$ cat src/rtl/pipe_hazard_ctrl.sv
// Pipeline hazard controller: per-register enable/flush strobes, mem-wait/drain/halt FSM
// with drain watchdog. Performance counters are built only when PIPE_PERF_EN is defined.
module pipe_hazard_ctrl #(
    parameter int          CNT_W     = 32,
    parameter int unsigned DRAIN_MAX = 8
) (
    input  logic             CLK,
    input  logic             RST,
    input  logic             ihit,
    input  logic             dmem_req,
    input  logic             dhit,
    input  logic             branch_ex,
    input  logic             load_use,
    input  logic             halt_mem,
    input  logic             halt_wb,
    output logic             pc_en,
    output logic             if_id_en,
    output logic             id_ex_en,
    output logic             ex_mem_en,
    output logic             mem_wb_en,
    output logic             if_id_flush,
    output logic             id_ex_flush,
    output logic             ex_mem_flush,
    output logic             mem_wb_flush,
    output logic             halt,
    output logic             drain_err,
    output logic [CNT_W-1:0] cyc_cnt,
    output logic [CNT_W-1:0] dstall_cnt,
    output logic [CNT_W-1:0] istall_cnt,
    output logic [CNT_W-1:0] flush_cnt
);

    typedef enum logic [1:0] {RUN, DWAIT, DRAIN, HALTED} state_e;

    localparam int IFID = 0, IDEX = 1, EXMEM = 2, MEMWB = 3;
    // Watchdog fires on the DRAIN cycle that brings the count up to DRAIN_MAX.
    localparam logic [CNT_W-1:0] DOG_AT = CNT_W'(DRAIN_MAX - 1);

    state_e           state_q, state_d;
    logic [CNT_W-1:0] drain_cnt_q, drain_cnt_d;
    logic             halt_q, halt_d;
    logic             err_q, err_d;
    logic             mstall;
    logic             pc;
    logic [3:0]       en, fl;

    assign mstall = dmem_req & ~dhit;

    always_comb begin
        pc = 1'b1;
        en = 4'b1111;
        fl = 4'b0000;
        if (RST) begin
            pc = 1'b0;
            en = 4'b0000;
            fl = 4'b1111;
        end else if (state_q == HALTED) begin
            pc = 1'b0;
            en = 4'b0000;
        end else begin
            if (mstall) begin
                pc        = 1'b0;
                en[IFID]  = 1'b0;
                en[IDEX]  = 1'b0;
                en[EXMEM] = 1'b0;
                fl[MEMWB] = 1'b1;
            end else if (branch_ex) begin
                fl[IFID] = 1'b1;
                fl[IDEX] = 1'b1;
            end else if (load_use) begin
                pc       = 1'b0;
                en[IFID] = 1'b0;
                fl[IDEX] = 1'b1;
            end else if (!ihit) begin
                pc       = 1'b0;
                fl[IFID] = 1'b1;
            end
            // Draining: fetch is shut off, younger stages keep following the hazard rules.
            if (state_q == DRAIN) begin
                pc       = 1'b0;
                fl[IFID] = 1'b1;
            end
        end
    end

    always_comb begin
        state_d     = state_q;
        drain_cnt_d = drain_cnt_q;
        halt_d      = halt_q;
        err_d       = err_q;
        unique case (state_q)
            RUN, DWAIT: begin
                if (halt_wb)                        state_d = HALTED;
                else if (state_q == DWAIT && !dhit) state_d = DWAIT;
                else if (mstall)                    state_d = DWAIT;
                else if (halt_mem) begin
                    state_d     = DRAIN;
                    drain_cnt_d = '0;
                end else                            state_d = RUN;
            end
            DRAIN: begin
                if (drain_cnt_q != '1) drain_cnt_d = drain_cnt_q + CNT_W'(1);
                if (halt_wb) state_d = HALTED;
                else if (drain_cnt_q >= DOG_AT) begin
                    state_d = HALTED;
                    err_d   = 1'b1;
                end
            end
            default: state_d = HALTED;
        endcase
        if (state_d == HALTED) halt_d = 1'b1;
    end

    always_ff @(posedge CLK) begin
        if (RST) begin
            state_q     <= RUN;
            drain_cnt_q <= '0;
            halt_q      <= 1'b0;
            err_q       <= 1'b0;
        end else begin
            state_q     <= state_d;
            drain_cnt_q <= drain_cnt_d;
            halt_q      <= halt_d;
            err_q       <= err_d;
        end
    end

    assign pc_en        = pc;
    assign if_id_en     = en[IFID];
    assign id_ex_en     = en[IDEX];
    assign ex_mem_en    = en[EXMEM];
    assign mem_wb_en    = en[MEMWB];
    assign if_id_flush  = fl[IFID];
    assign id_ex_flush  = fl[IDEX];
    assign ex_mem_flush = fl[EXMEM];
    assign mem_wb_flush = fl[MEMWB];
    assign halt         = halt_q;
    assign drain_err    = err_q;

`ifdef PIPE_PERF_EN
    logic [CNT_W-1:0] cyc_q, dst_q, ist_q, flc_q;

    always_ff @(posedge CLK) begin
        if (RST) begin
            cyc_q <= '0;
            dst_q <= '0;
            ist_q <= '0;
            flc_q <= '0;
        end else if (state_q != HALTED) begin
            cyc_q <= cyc_q + CNT_W'(1);
            if (mstall) dst_q <= dst_q + CNT_W'(1);
            if (!mstall && branch_ex) flc_q <= flc_q + CNT_W'(1);
            if (!mstall && !branch_ex && !load_use && !ihit) ist_q <= ist_q + CNT_W'(1);
        end
    end

    assign cyc_cnt    = cyc_q;
    assign dstall_cnt = dst_q;
    assign istall_cnt = ist_q;
    assign flush_cnt  = flc_q;
`else
    assign cyc_cnt    = '0;
    assign dstall_cnt = '0;
    assign istall_cnt = '0;
    assign flush_cnt  = '0;
`endif

endmodule

$ cat config.mk
export PLATFORM = sky130hd
export DESIGN_NAME = pipe_hazard_ctrl
export DESIGN_NICKNAME = d
export VERILOG_FILES = /design/src/rtl/pipe_hazard_ctrl.sv
export SDC_FILE = /design/constraint.sdc
export NUM_CORES = 1
export LEC_CHECK = 0
export ABC_AREA = 1
export ABC_CLOCK_PERIOD_IN_PS = 2900
export CORE_MARGIN = 2
export CORE_UTILIZATION = 45
export CTS_CLUSTER_DIAMETER = 30
export CTS_CLUSTER_SIZE = 40
export DETAILED_ROUTE_END_ITERATION = 16
export PLACE_DENSITY = 0.95
export SYNTH_ARGS = -nofsm -noshare
export SYNTH_HDL_FRONTEND = slang
export SYNTH_SLANG_ARGS = --single-unit
$ cat constraint.sdc
create_clock -name CLK -period 2.9 [get_ports CLK]
set_clock_uncertainty 0.05 [all_clocks]
set_input_delay 0.58 -clock CLK [delete_from_list [all_inputs] [get_ports CLK]]
set_output_delay 0.58 -clock CLK [all_outputs]
set_load 0.05 [all_outputs]
Word-level counts from Yosys, hierarchy flattened
Cells that the tools add are included.

Flip-flop bits (word level): 36. Output and inout port bits: 139. Logic and storage cells: 65.

Add/subtract/negate cells: 1. $lt $le $gt $ge: 1. Equality and inequality tests: 10. Mux-type cells: 39. Bitwise gates (word level): 3. Reduce and logical (&&, ||, !) cells: 7.

Operators by type and width (number): 32-bit 2-to-1 mux (5); 32-bit case mux with 2 select lines (1); 32-bit by 1-bit adder with 32-bit output, second input constant (1); 32-bit by 3-bit greater-or-equal comparator with 1-bit output, second input constant (1); 32-bit != test, second input constant (1); 2-bit 2-to-1 mux (11); 1-bit 2-to-1 mux (19); 2-bit != test, second input constant (4); 2-bit equality test, second input constant (3); 6-bit AND reduction (1); 4-bit 2-to-1 mux (1); 2-bit case mux with 2 select lines (1); 3-bit 2-to-1 mux (1); 3-bit AND reduction (1); 2-bit by 1-bit equality test with 1-bit output, second input constant (1); 2-bit logical NOT (1); 2-bit by 1-bit != test with 1-bit output, second input constant (1); 1-bit NOT (2); 2-bit nonzero test (1); 2-bit OR reduction (1); 1-bit AND (1); 1-bit logical AND (1); 1-bit logical NOT (1).

Depth between registers and ports, before layout
Depth after elaboration: 7. Gate-level depth with buffers: 10. Gate-level depth less buffers: 10.

Least setup slack after synthesis
No wires, ideal clock.

Kind: input port to output port. Start: input dhit. End: output pc_en. Arrival time: 2.043 ns. Required time: 2.270 ns. Path slack: 0.227 ns. Stages: 4. Path through: inv_1 > a21oi_1 > nand2_1 > a211oi_1.

Longest elaborated chain between the ends: 6.

RTL lines: start, declared (line 11) `input logic dhit,`; 1-bit NOT (line 47) `assign mstall = dmem_req & ~dhit;`; 1-bit AND (line 47); 1-bit 2-to-1 mux (line 61) `if (mstall) begin`; 1-bit 2-to-1 mux (line 79) `if (state_q == DRAIN) begin`; 1-bit 2-to-1 mux (line 57) `end else if (state_q == HALTED) begin`; 1-bit 2-to-1 mux (line 53) `if (RST) begin`; end, declared (line 16) `output logic pc_en,`.

Every way passes these cells.

Final worst setup path
Ends and elaborated chain as after synthesis.

==> run summary <==
Port bufs = 19
DRT Pass-1 Iters = 5
Final Slew Violations = 0
Clk buf depth = 2
Pwr Density = 446 mW/mm²
Switching share of power = 45.2%
Initial antenna violation count = 0
Area delta synth->final = -0.699%
FF+latch count, synth = 36
Register clock-pin slew on the reported worst setup and hold paths = 80 ps
Via count = 2934
RSZ-0062 raised after global routing = false
Fin nets = 561
Die Width = 91.0 µm
Final WL = 6640 µm
Post-synth cell types = 34
Site Rows = 31
Core area = 0.00729 mm²
Fraction of layout cells with a size suffix above 1 = 7.61%
Top_reg_cell synth = dfxtp_1
Peak Freq = 385 MHz
Effective utilization at floorplan = 46.7%
Cts hold-fix bufs = 0
Pin count of the biggest net entering global routing = 23
Ant. Diodes = 0
Setup TNS = 0 ps
Register area = 721 µm²
First-pass GRT wire length = 10900 µm
Crit-path max FO = 3
H-tree depth = 2
Worst Hold Class = reg2reg
Io pins = 148
Root buffer cell = clkbuf_8
Final ANT Viol Nets = 0
Most frequent cells in the layout = conb_1, nand2_1, nor2_1, inv_1, nand3_1
Synthesized instance count = 533
Crit path capture type = output pin
Crit share post-route = 89.5%
Vias in the first global route = 2503
1st-iter DRT viols = 269
Setup Viol. Count Final = 0
Post-CTS Setup Bufs = 0
Logic pwr share = 36.9%
Number of synthesized flops with an enable pin = 0
PostCTS Resize Cnt = 0
Worst setup SP type = input pin
CTS tree = yes
Internal = 827 µW
Seq pwr share = 33.6%
Fin. Hold Viols = 0
Peak supply drop = 0.214 mV
GRT Resource Usage Total = 15.7%
Fillers = 740
Syn avg cell area = 6.38 µm²
Leakage = 1.50 nW
Tmin final = 2600 ps
# DRC = 0
CP arrival = 1970 ps
Worst skew pair latency = 300 ps
Critical Path RT = 2270 ps
Setup CP Type = in2out
Die Span Y = 91.0 µm
Post-synthesis instance area = 0.00340 mm²
Number of vias per cell = 4.51
Post-synth ARST share = 0%
Hold_ws = 402 ps
Area of the multi-input gates = 0.00193 mm²
Slew margin rel. = 29.1%
Least-Margin Pin Slew = 1060 ps
Clk pwr share = 29.4%
Max Cap Violations = 0
Post-synth top area share = 28.7%
Grt total ovfl = 0
Yosys warnings = 0
Switch Pwr = 681 µW
WL/cell = 10.2 µm
Num CTS Buffers = 5
HPWL after DPL = 5030 µm
Synth area leader = buf_4
Most common cell after layout, fill and taps aside = conb_1
Die Footprint = 0.00827 mm²
# clock sinks = 36
GP Congestion = 0.875
Area contributors post-synth = buf_4, dfxtp_1, nand2_1, nor2_1, nand3_1
Status = completed
Share of the yosys chip area belonging to registers = 21.2%
[path summary, 6_finish.rpt]
check / slack (ps) / cells past startpoint / startpoint / to
max reg2reg: 480 / 10 / drain_cnt_q[1]$_SDFFE_PP0P_ / drain_cnt_q[25]$_SDFFE_PP0P_
min: 400 / 2 / halt$_SDFFE_PP0N_ / halt$_SDFFE_PP0N_
min reg2reg: 400 / 2 / halt$_SDFFE_PP0N_ / halt$_SDFFE_PP0N_
max: 300 / 6 / dhit / pc_en
[metal layers]
metal / share of wire [%] / vias to the layer above / global-route usage [%] / wire length, µm
li1: - / 1452 / - / -
met1: 42 / 1287 / 18.7 / 2760
met2: 48 / 177 / 27.2 / 3160
met3: 8.5 / 18 / 2.66 / 567
met4: 2.3 / 0 / 7.32 / 155
met5: 0 / - / 0 / 0
[power groups by stage]
stage | sequential (mW) | combinational (mW) | clock [mW]
finish | 0.507 | 0.557 | 0.444
global route | 0.508 | 0.575 | 0.468
CTS | 0.507 | 0.552 | 0.447
detailed placement | 0.519 | 0.551 | 0
global placement | 0.518 | 0.550 | 0
floorplan | 0.524 | 0.611 | 0
[area by class of cell]
type,count,share of cell area [%]
Clock inverter,3,1.26
Multi-Input combinational cell,437,57.2
Clock buffer,5,2.04
Timing Repair Buffer,23,9.19
Inverter,48,5.33
Sequential cell,36,21.3
Tap cell,99,3.67
[worst max-delay path: stages]
cell             delay [ps]
clkdlybuf4s50_1         490
inv_1                    60
a21oi_1                 210
nand2_1                 100
a211oi_1                340
buf_12                  190
[synthesized netlist by cell type, types with 2 or more instances]
| cell | number |
|---|---|
| a21oi_1 | 26 |
| a21oi_2 | 4 |
| buf_4 | 130 |
| clkbuf_1 | 5 |
| dfxtp_1 | 36 |
| inv_1 | 46 |
| inv_2 | 2 |
| nand2_1 | 113 |
| nand2_2 | 4 |
| nand2_4 | 2 |
| nand3_1 | 39 |
| nand3b_1 | 3 |
| nand4_1 | 12 |
| nor2_1 | 73 |
| nor2_4 | 3 |
| nor3_1 | 5 |
| o21ai_0 | 9 |
| or2_2 | 3 |
| xor2_1 | 3 |
[registers in the layout, indices dropped and copies added, names as in the netlist]
register     cells
halt             1
state_q          2
drain_err        1
drain_cnt_q     32
[cell families after synthesis]
group / after synthesis / synth area share [%]
AOI/OAI and AO/OA: 42 / 6.84
adders and majority gates: 1 / 0.368
and+or+nand+nor: 263 / 34.7
other: 1 / 0.110
buffers and inverters: 187 / 36.0
DFF: 36 / 21.2
xor gates and xnor gates: 3 / 0.772
[stage by stage]
stage	total power [mW]	instance area, µm²	worst slack [ps]	instances	util, %
after floorplan	1.14	3880	227	660	-
after global placement	1.07	3270	327	643	44.8
after detailed placement	1.07	3270	301	643	44.8
after CTS	1.51	3380	310	651	46.3
after global routing	1.55	3380	214	651	46.3
final	1.51	3380	305	651	46.3
Power figures use the tool's default switching activity.
